$ cat src/rtl/shifter_pkg.sv
// Shared types and constants for the operand shifter: shift-type codes,
// FSM state encoding, step-count clamps and the shift-type decoder.
package shifter_pkg;

  typedef enum logic [2:0] {
    SH_LSL     = 3'b000,
    SH_LSR     = 3'b001,
    SH_ASR     = 3'b010,
    SH_ROR     = 3'b011,
    SH_RRX     = 3'b100,
    SH_IMM_ROT = 3'b101
  } shift_type_e;

  typedef enum logic [1:0] {
    ST_IDLE  = 2'd0,
    ST_SHIFT = 2'd1,
    ST_DONE  = 2'd2
  } state_e;

  // LSL/LSR/ASR saturate at 33 steps: one past the word width, so the
  // carry has been flushed too. ROR repeats every 32 steps.
  localparam int SHIFT_MAX_STEPS = 33;
  localparam int ROR_PERIOD      = 32;
  localparam int STEP_W          = 6;

  typedef logic [STEP_W-1:0] step_cnt_t;

  // Unused codes 110/111 behave as LSL.
  function automatic shift_type_e decode_shift_type(input logic [2:0] code);
    case (code)
      3'b001:  return SH_LSR;
      3'b010:  return SH_ASR;
      3'b011:  return SH_ROR;
      3'b100:  return SH_RRX;
      3'b101:  return SH_IMM_ROT;
      default: return SH_LSL;
    endcase
  endfunction

endpackage

$ cat src/rtl/operand_shifter_if.sv
// Request/response bundle between the execute-stage controller (master)
// and the operand shifter (slave).
interface operand_shifter_if #(
  parameter int WIDTH = 32,
  parameter int AMT_W = 8
) ();
  logic             start;
  logic [2:0]       shift_type;
  logic [WIDTH-1:0] value;
  logic [AMT_W-1:0] amount;
  logic             carry_in;
  logic             busy;
  logic             done;
  logic [WIDTH-1:0] result;
  logic             shifter_carry;

  modport master (
    output start, shift_type, value, amount, carry_in,
    input  busy, done, result, shifter_carry
  );

  modport slave (
    input  start, shift_type, value, amount, carry_in,
    output busy, done, result, shifter_carry
  );
endinterface

$ cat src/rtl/operand_shifter_shift_step.sv
// shift_step: one bit-position of LSL/LSR/ASR/ROR/RRX with ARM carry-out.
// Purely combinational; used singly (iterative) or chained (fast build).
module shift_step
  import shifter_pkg::*;
#(
  parameter int WIDTH = 32
) (
  input  shift_type_e      shift_type,
  input  logic [WIDTH-1:0] data,
  input  logic             sign,
  input  logic             rrx_fill,
  output logic [WIDTH-1:0] next_data,
  output logic             carry_out
);

  always_comb begin
    // NOTE: defaults first so every path assigns both outputs; no latch.
    next_data = data;
    carry_out = data[0];
    case (shift_type)
      SH_LSR:             next_data = {1'b0, data[WIDTH-1:1]};
      SH_ASR:             next_data = {sign, data[WIDTH-1:1]};
      SH_ROR, SH_IMM_ROT: next_data = {data[0], data[WIDTH-1:1]};
      SH_RRX:             next_data = {rrx_fill, data[WIDTH-1:1]};
      default: begin
        next_data = {data[WIDTH-2:0], 1'b0};
        carry_out = data[WIDTH-1];
      end
    endcase
  end

endmodule

$ cat src/rtl/operand_shifter.sv
// operand_shifter: ARM-style operand-B shifter with start/done handshake.
// Default build shifts one bit per clock; define OPERAND_SHIFTER_FAST_EN
// to compute the whole shift in the accept cycle with a chained barrel.
module operand_shifter
  import shifter_pkg::*;
#(
  parameter int WIDTH = 32,
  parameter int AMT_W = 8
) (
  input  logic clk,
  input  logic reset,
  operand_shifter_if.slave bus
);

  state_e           state;
  shift_type_e      req_type;
  step_cnt_t        req_steps;
  logic [WIDTH-1:0] result_q;
  logic             carry_q;
  logic             busy_q;
  logic             done_q;

  assign bus.result        = result_q;
  assign bus.shifter_carry = carry_q;
  assign bus.busy          = busy_q;
  assign bus.done          = done_q;

  // Step count N for the request presented on the bus this cycle.
  always_comb begin
    req_type  = decode_shift_type(bus.shift_type);
    req_steps = '0;
    case (req_type)
      SH_ROR: begin
        if (bus.amount[4:0] == 5'd0 && bus.amount != '0)
          req_steps = STEP_W'(ROR_PERIOD);
        else
          req_steps = STEP_W'(bus.amount[4:0]);
      end
      SH_RRX:     req_steps = STEP_W'(1);
      SH_IMM_ROT: req_steps = STEP_W'({bus.amount[3:0], 1'b0});
      default: begin
        if (bus.amount > AMT_W'(SHIFT_MAX_STEPS))
          req_steps = STEP_W'(SHIFT_MAX_STEPS);
        else
          req_steps = STEP_W'(bus.amount);
      end
    endcase
  end

`ifdef OPERAND_SHIFTER_FAST_EN

  // Stage i holds the operand after i single-bit steps; the request's N
  // selects the tap, so results match the iterative build bit for bit.
  logic [WIDTH-1:0] stage_data  [SHIFT_MAX_STEPS+1];
  logic             stage_carry [SHIFT_MAX_STEPS+1];

  assign stage_data[0]  = bus.value;
  assign stage_carry[0] = bus.carry_in;

  for (genvar i = 0; i < SHIFT_MAX_STEPS; i++) begin : g_chain
    shift_step #(.WIDTH(WIDTH)) u_step (
      .shift_type (req_type),
      .data       (stage_data[i]),
      .sign       (stage_data[i][WIDTH-1]),
      .rrx_fill   (stage_carry[i]),
      .next_data  (stage_data[i+1]),
      .carry_out  (stage_carry[i+1])
    );
  end

  always_ff @(posedge clk) begin
    // NOTE: state registers use non-blocking assignments only.
    if (reset) begin
      state    <= ST_IDLE;
      result_q <= '0;
      carry_q  <= 1'b0;
      busy_q   <= 1'b0;
      done_q   <= 1'b0;
    end else begin
      busy_q <= 1'b0;
      done_q <= 1'b0;
      case (state)
        ST_IDLE, ST_DONE: begin
          if (bus.start) begin
            result_q <= stage_data[req_steps];
            carry_q  <= stage_carry[req_steps];
            done_q   <= 1'b1;
            state    <= ST_DONE;
          end else begin
            state <= ST_IDLE;
          end
        end
        default: state <= ST_IDLE;
      endcase
    end
  end

`else

  shift_type_e      type_q;
  step_cnt_t        count_q;
  logic [WIDTH-1:0] step_data;
  logic             step_carry;

  // The working register doubles as the result. RRX is always one step,
  // so the latched carry_in is still in carry_q when it is needed as fill.
  shift_step #(.WIDTH(WIDTH)) u_step (
    .shift_type (type_q),
    .data       (result_q),
    .sign       (result_q[WIDTH-1]),
    .rrx_fill   (carry_q),
    .next_data  (step_data),
    .carry_out  (step_carry)
  );

  always_ff @(posedge clk) begin
    // NOTE: state registers use non-blocking assignments only.
    if (reset) begin
      state    <= ST_IDLE;
      type_q   <= SH_LSL;
      count_q  <= '0;
      result_q <= '0;
      carry_q  <= 1'b0;
      busy_q   <= 1'b0;
      done_q   <= 1'b0;
    end else begin
      case (state)
        ST_IDLE, ST_DONE: begin
          done_q <= 1'b0;
          busy_q <= 1'b0;
          if (bus.start) begin
            type_q   <= req_type;
            count_q  <= req_steps;
            result_q <= bus.value;
            carry_q  <= bus.carry_in;
            if (req_steps != '0) begin
              state  <= ST_SHIFT;
              busy_q <= 1'b1;
            end else begin
              state  <= ST_DONE;
              done_q <= 1'b1;
            end
          end else begin
            state <= ST_IDLE;
          end
        end
        ST_SHIFT: begin
          result_q <= step_data;
          carry_q  <= step_carry;
          count_q  <= count_q - STEP_W'(1);
          if (count_q == STEP_W'(1)) begin
            state  <= ST_DONE;
            busy_q <= 1'b0;
            done_q <= 1'b1;
          end
        end
        default: begin
          state  <= ST_IDLE;
          busy_q <= 1'b0;
          done_q <= 1'b0;
        end
      endcase
    end
  end

`endif

endmodule

$ cat src/flat_wrapper.sv
// flat-port wrapper written by rule: the top's interface ports become plain ports
module operand_shifter_flat import shifter_pkg::*;
#(
  parameter int WIDTH = 32,
  parameter int AMT_W = 8
)
  (clk, reset, bus_start, bus_shift_type, bus_value, bus_amount, bus_carry_in, bus_busy, bus_done, bus_result, bus_shifter_carry);
  operand_shifter_if #(.WIDTH(WIDTH), .AMT_W(AMT_W)) bus_i ();
  input  logic clk;
  input  logic reset;
  input wire logic [$bits(bus_i.start)-1:0] bus_start;
  input wire logic [$bits(bus_i.shift_type)-1:0] bus_shift_type;
  input wire logic [$bits(bus_i.value)-1:0] bus_value;
  input wire logic [$bits(bus_i.amount)-1:0] bus_amount;
  input wire logic [$bits(bus_i.carry_in)-1:0] bus_carry_in;
  output wire logic [$bits(bus_i.busy)-1:0] bus_busy;
  output wire logic [$bits(bus_i.done)-1:0] bus_done;
  output wire logic [$bits(bus_i.result)-1:0] bus_result;
  output wire logic [$bits(bus_i.shifter_carry)-1:0] bus_shifter_carry;
  assign bus_i.start = bus_start;
  assign bus_i.shift_type = bus_shift_type;
  assign bus_i.value = bus_value;
  assign bus_i.amount = bus_amount;
  assign bus_i.carry_in = bus_carry_in;
  assign bus_busy = bus_i.busy;
  assign bus_done = bus_i.done;
  assign bus_result = bus_i.result;
  assign bus_shifter_carry = bus_i.shifter_carry;
  operand_shifter #(.WIDTH(WIDTH), .AMT_W(AMT_W)) u_core (.clk(clk), .reset(reset), .bus(bus_i));
endmodule
$ cat config.mk
export PLATFORM = sky130hd
export DESIGN_NAME = operand_shifter_flat
export DESIGN_NICKNAME = d
export VERILOG_FILES = /design/src/rtl/shifter_pkg.sv /design/src/rtl/operand_shifter_if.sv /design/src/rtl/operand_shifter_shift_step.sv /design/src/rtl/operand_shifter.sv /design/src/flat_wrapper.sv
export SDC_FILE = /design/constraint.sdc
export NUM_CORES = 1
export LEC_CHECK = 0
export CORE_UTILIZATION = 55
export DETAILED_ROUTE_END_ITERATION = 7
export DONT_BUFFER_PORTS = 1
export PLACE_DENSITY = 0.7
export SKIP_LAST_GASP = 1
export SLEW_MARGIN = 10
export SYNTH_ARGS = -nofsm -noshare
export SYNTH_HDL_FRONTEND = slang
export SYNTH_HIERARCHICAL = 1
export SYNTH_SLANG_ARGS = --single-unit
$ cat constraint.sdc
create_clock -name clk -period 2.5 [get_ports clk]
set_input_delay 0.25 -clock clk [delete_from_list [all_inputs] [get_ports clk]]
set_output_delay 0.25 -clock clk [all_outputs]
set_load 0.005 [all_outputs]
==> key figures <==
Logic synthesis
  – Post-Syn Nets: approximately 380
  – Register area share after synthesis: between 30% and 40%
  – Top area cells in the synthesized netlist: dfxtp_1 (34%), mux2_2 (14%), nand2_1 (8.6%)
  – Mean post-synth cell area: between 8 and 9 um^2
  – Top-area cell type share of the netlist area: 34.0%
  – Library cells used by synthesis: 47
  – Area leader, netlist: dfxtp_1
  – YS warnings: 6
  – Syn Std Cell Area: 0.00265 mm^2
  – Post-Synthesis Cells: between 300 and 400
  – Synth Register Bits: 45

Global routing
  – Global route overflow: 0
  – Vias in the first global route: around 2200
  – First-pass GRT wire length: around 10000 um
  – Initial antenna violation count: 0
  – Total GRT Usage: 24.7%
  – Largest net degree at the start of global routing: 47

Die
  – # rows: 24
  – Die Width: between 70 and 80 um
  – Initial Utilization: between 50 and 60%
  – Core box area: roughly 0.0045 mm^2
  – Io pins: between 80 and 90
  – Die ar.: a little over 0.005 mm^2
  – Die Height: 71.4 um

Worst setup path
  – CP max stage delay: between 0.4 and 0.5 ns
  – Setup crit start kind: register
  – Critical path endpoint category: register
  – FF-to-FF path depth: 6
  – Critical Path Sink: u_core/bus.result[26]
  – Flop2flop setup slack: between 0.6 and 0.7 ns
  – Critical path cell sequence: nor3_1 > a21oi_4 > buf_4 > mux2_2 > a22oi_1 > a21oi_1
  – Worst Path Max Fanout: 33
  – Largest delay contributor family on the critical path: flip-flops
  – WS Path Type: reg -> reg
  – CP Depth: 6
  – Slowest stage cell on the critical path: dfxtp_1
  – Reg2reg start: u_core/type_q[2]
  – WP buf/inv: 1
  – R2r endpoint: u_core/bus.result[26]
  – Critical path origin: u_core/type_q[2]
  – Worst EP required: around 2.7 ns
  – Critical Path AT: around 2.0 ns

Timing
  – RSZ-0062 raised after global routing: no
  – Relative slew slack: a little under three fifths
  – Slew Viols, Final: 0
  – Final period utilization: 74.1%
  – Worst-margin pin slew: 0.658 ns
  – Final Setup Violations: 0
  – Clock Skew: roughly 0.0095 ns
  – Fmax: approximately 540 MHz
  – Min cycle time layout: roughly 1.9 ns
  – Final hold vios: 0
  – Setup TNS: 0 ns

Placed design
  – Dpl cells: around 360
  – Routability cong.: just over 0.8
  – I/O Buffers: 0
  – Detailed placer's ending HPWL: 4200 um

Clocking
  – CTS tree: yes
  – Clk sinks: 45
  – Clock-pin slew on the worst setup and hold paths: around 0.09 ns
  – Clk_lat worst skew: 0.30 ns
  – Root Driver: clkbuf_8
  – H-tree depth: 2
  – Clk buf depth: 2
  – Number of buffers created by CTS: 5

Run
  – Max Cap Viol: 0

Status
  – Status: finished clean

Route
  – Remaining antenna violation count: 0
  – Residual DRC count: 0
  – Final WL: between 6000 and 7000 um
  – Routed vias/inst: around 6.4
  – Via count: between 2000 and 2500
  – DR iter-0 viols: 113
  – DRT Pass-1 Iters: 4
  – WL/cell: ~17 um

Pwr
  – VDD IR max: 0.331 mV
  – P_leak: 1.04 nW
  – PwrDens: ~640 mW/mm^2

Min path
  – Hold WC Path Type: in -> reg

Finish
  – Net count reported at finish: around 370
  – Number of fill cells in the layout: 409
  – Diode count: 0
  – Final Non-Filler Cells: around 370
  – Share of cells above drive strength 1: ~17%
  – Syn-to-layout area delta: 4.34%
cell usage after synthesis (all sizes together):
library cell   n
a211o          1
or3            1
o2111a         1
nand2b         4
a21oi         16
ha             4
mux2i          2
a211oi         5
nor3          13
inv           10
a221o          1
a31oi          4
o21ai          2
o22a           1
nor4b          1
dfxtp         45
and2           1
nor3b          1
o211ai         1
buf            7
a221oi         3
nand3          2
mux2          32
a311oi        21
maj3           1
clkbuf        17
nand2         61
nor2b          2
o311ai         1
nand4          1
o32ai          1
o31ai          1
a22oi          7
nor4           3
a22o           2
nor2          39
o22ai          7
or4            1
a21o           1
where the power goes:
group	total [mW]	leakage [nW]	switching (mW)	internal, mW
logic	0.436	0.634	0.233	0.203
clock network	0.447	0.0374	0.249	0.197
registers	0.900	0.371	0.100	0.800
layer usage:
| layer | GRT usage [%] | up-vias | part of all wire (%) |
|---|---|---|---|
| li1 | - | 1164 | - |
| met1 | 32.7 | 1096 | 46 |
| met2 | 39.8 | 88 | 46 |
| met3 | 7.03 | 2 | 8.2 |
| met4 | 6.00 | 0 | 0.40 |
| met5 | 0 | - | 0 |
cell families (layout without fill, tap and decap cells):
group,after synthesis,after routing,synth area share (%)
flip-flops,45,45,34.0
multiplexers,34,34,14.4
adder cells (fa/ha/maj),5,5,2.31
buffers and inverters,34,26,5.76
AO/OA/AOI/OAI,76,76,21.8
AND/OR/NAND/NOR,130,130,21.8
timing repair:
item | in CTS | in global routing
endpoints found under the hold margin | 0 | 7
buffers inserted | 0 | 0
hold buffers | 0 | 2
gates resized for setup | 0 | 0
how the worst min path moves through the flow:
stage                       start               endpoint  slack (ns)  cells after the start
floorplan           bus_amount[2]      u_core/count_q[2]        0.40                      2
global placement            reset       u_core/type_q[2]        0.32                      1
detailed placement          reset       u_core/type_q[1]        0.33                      1
CTS                         reset  u_core/bus.result[10]       0.004                      1
global route                reset   u_core/bus.result[9]      0.0006                      1
finish                      reset   u_core/bus.result[9]        0.01                      1
state kept, by name, indices dropped and copies added (netlist names):
register                  count
u_core/bus.result            32
u_core/count_q                6
u_core/type_q                 3
u_core/state                  2
u_core/bus.busy               1
u_core/bus.shifter_carry      1
area by class of cell:
class / count / area [um^2] / area share [%]
Inverter: 10 / 37.5 / 1.36
Multi-Input combinational cell: 245 / 1610 / 58.2
Clock inverter: 2 / 15.0 / 0.543
Timing Repair Buffer: 8 / 65.1 / 2.35
Tap cell: 52 / 65.1 / 2.35
Clock buffer: 6 / 72.6 / 2.62
Sequential cell: 45 / 901 / 32.6
cells in the final DEF, fill, tap and decap left out, types with 4 or more instances in the layout:
cell type,count
mux2_2,32
o22ai_1,7
a31oi_1,4
nand2_1,61
a22oi_1,7
ha_1,4
nor3_1,13
nor2_1,39
dfxtp_1,45
buf_4,6
a21oi_1,15
clkbuf_8,5
inv_1,10
a211oi_1,5
a311oi_1,20
through the flow:
step | cell area (um^2) | setup slack [ns] | hold slack [ns] | utilization (%) | power (mW)
4_1_cts | 2750 | 0.655 | 0.00382 | 60.9 | 1.79
2_1_floorplan | 2650 | 0.635 | 0.402 | - | 1.27
3_3_place_gp | 2660 | 0.534 | 0.324 | 59.0 | 1.34
6_report | 2770 | 0.647 | 0.0114 | 61.4 | 1.78
3_5_place_dp | 2660 | 0.475 | 0.327 | 59.0 | 1.35
5_1_grt | 2770 | 0.501 | 0.000640 | 61.4 | 1.89
Note: power is estimated with default switching activity, not from simulation.
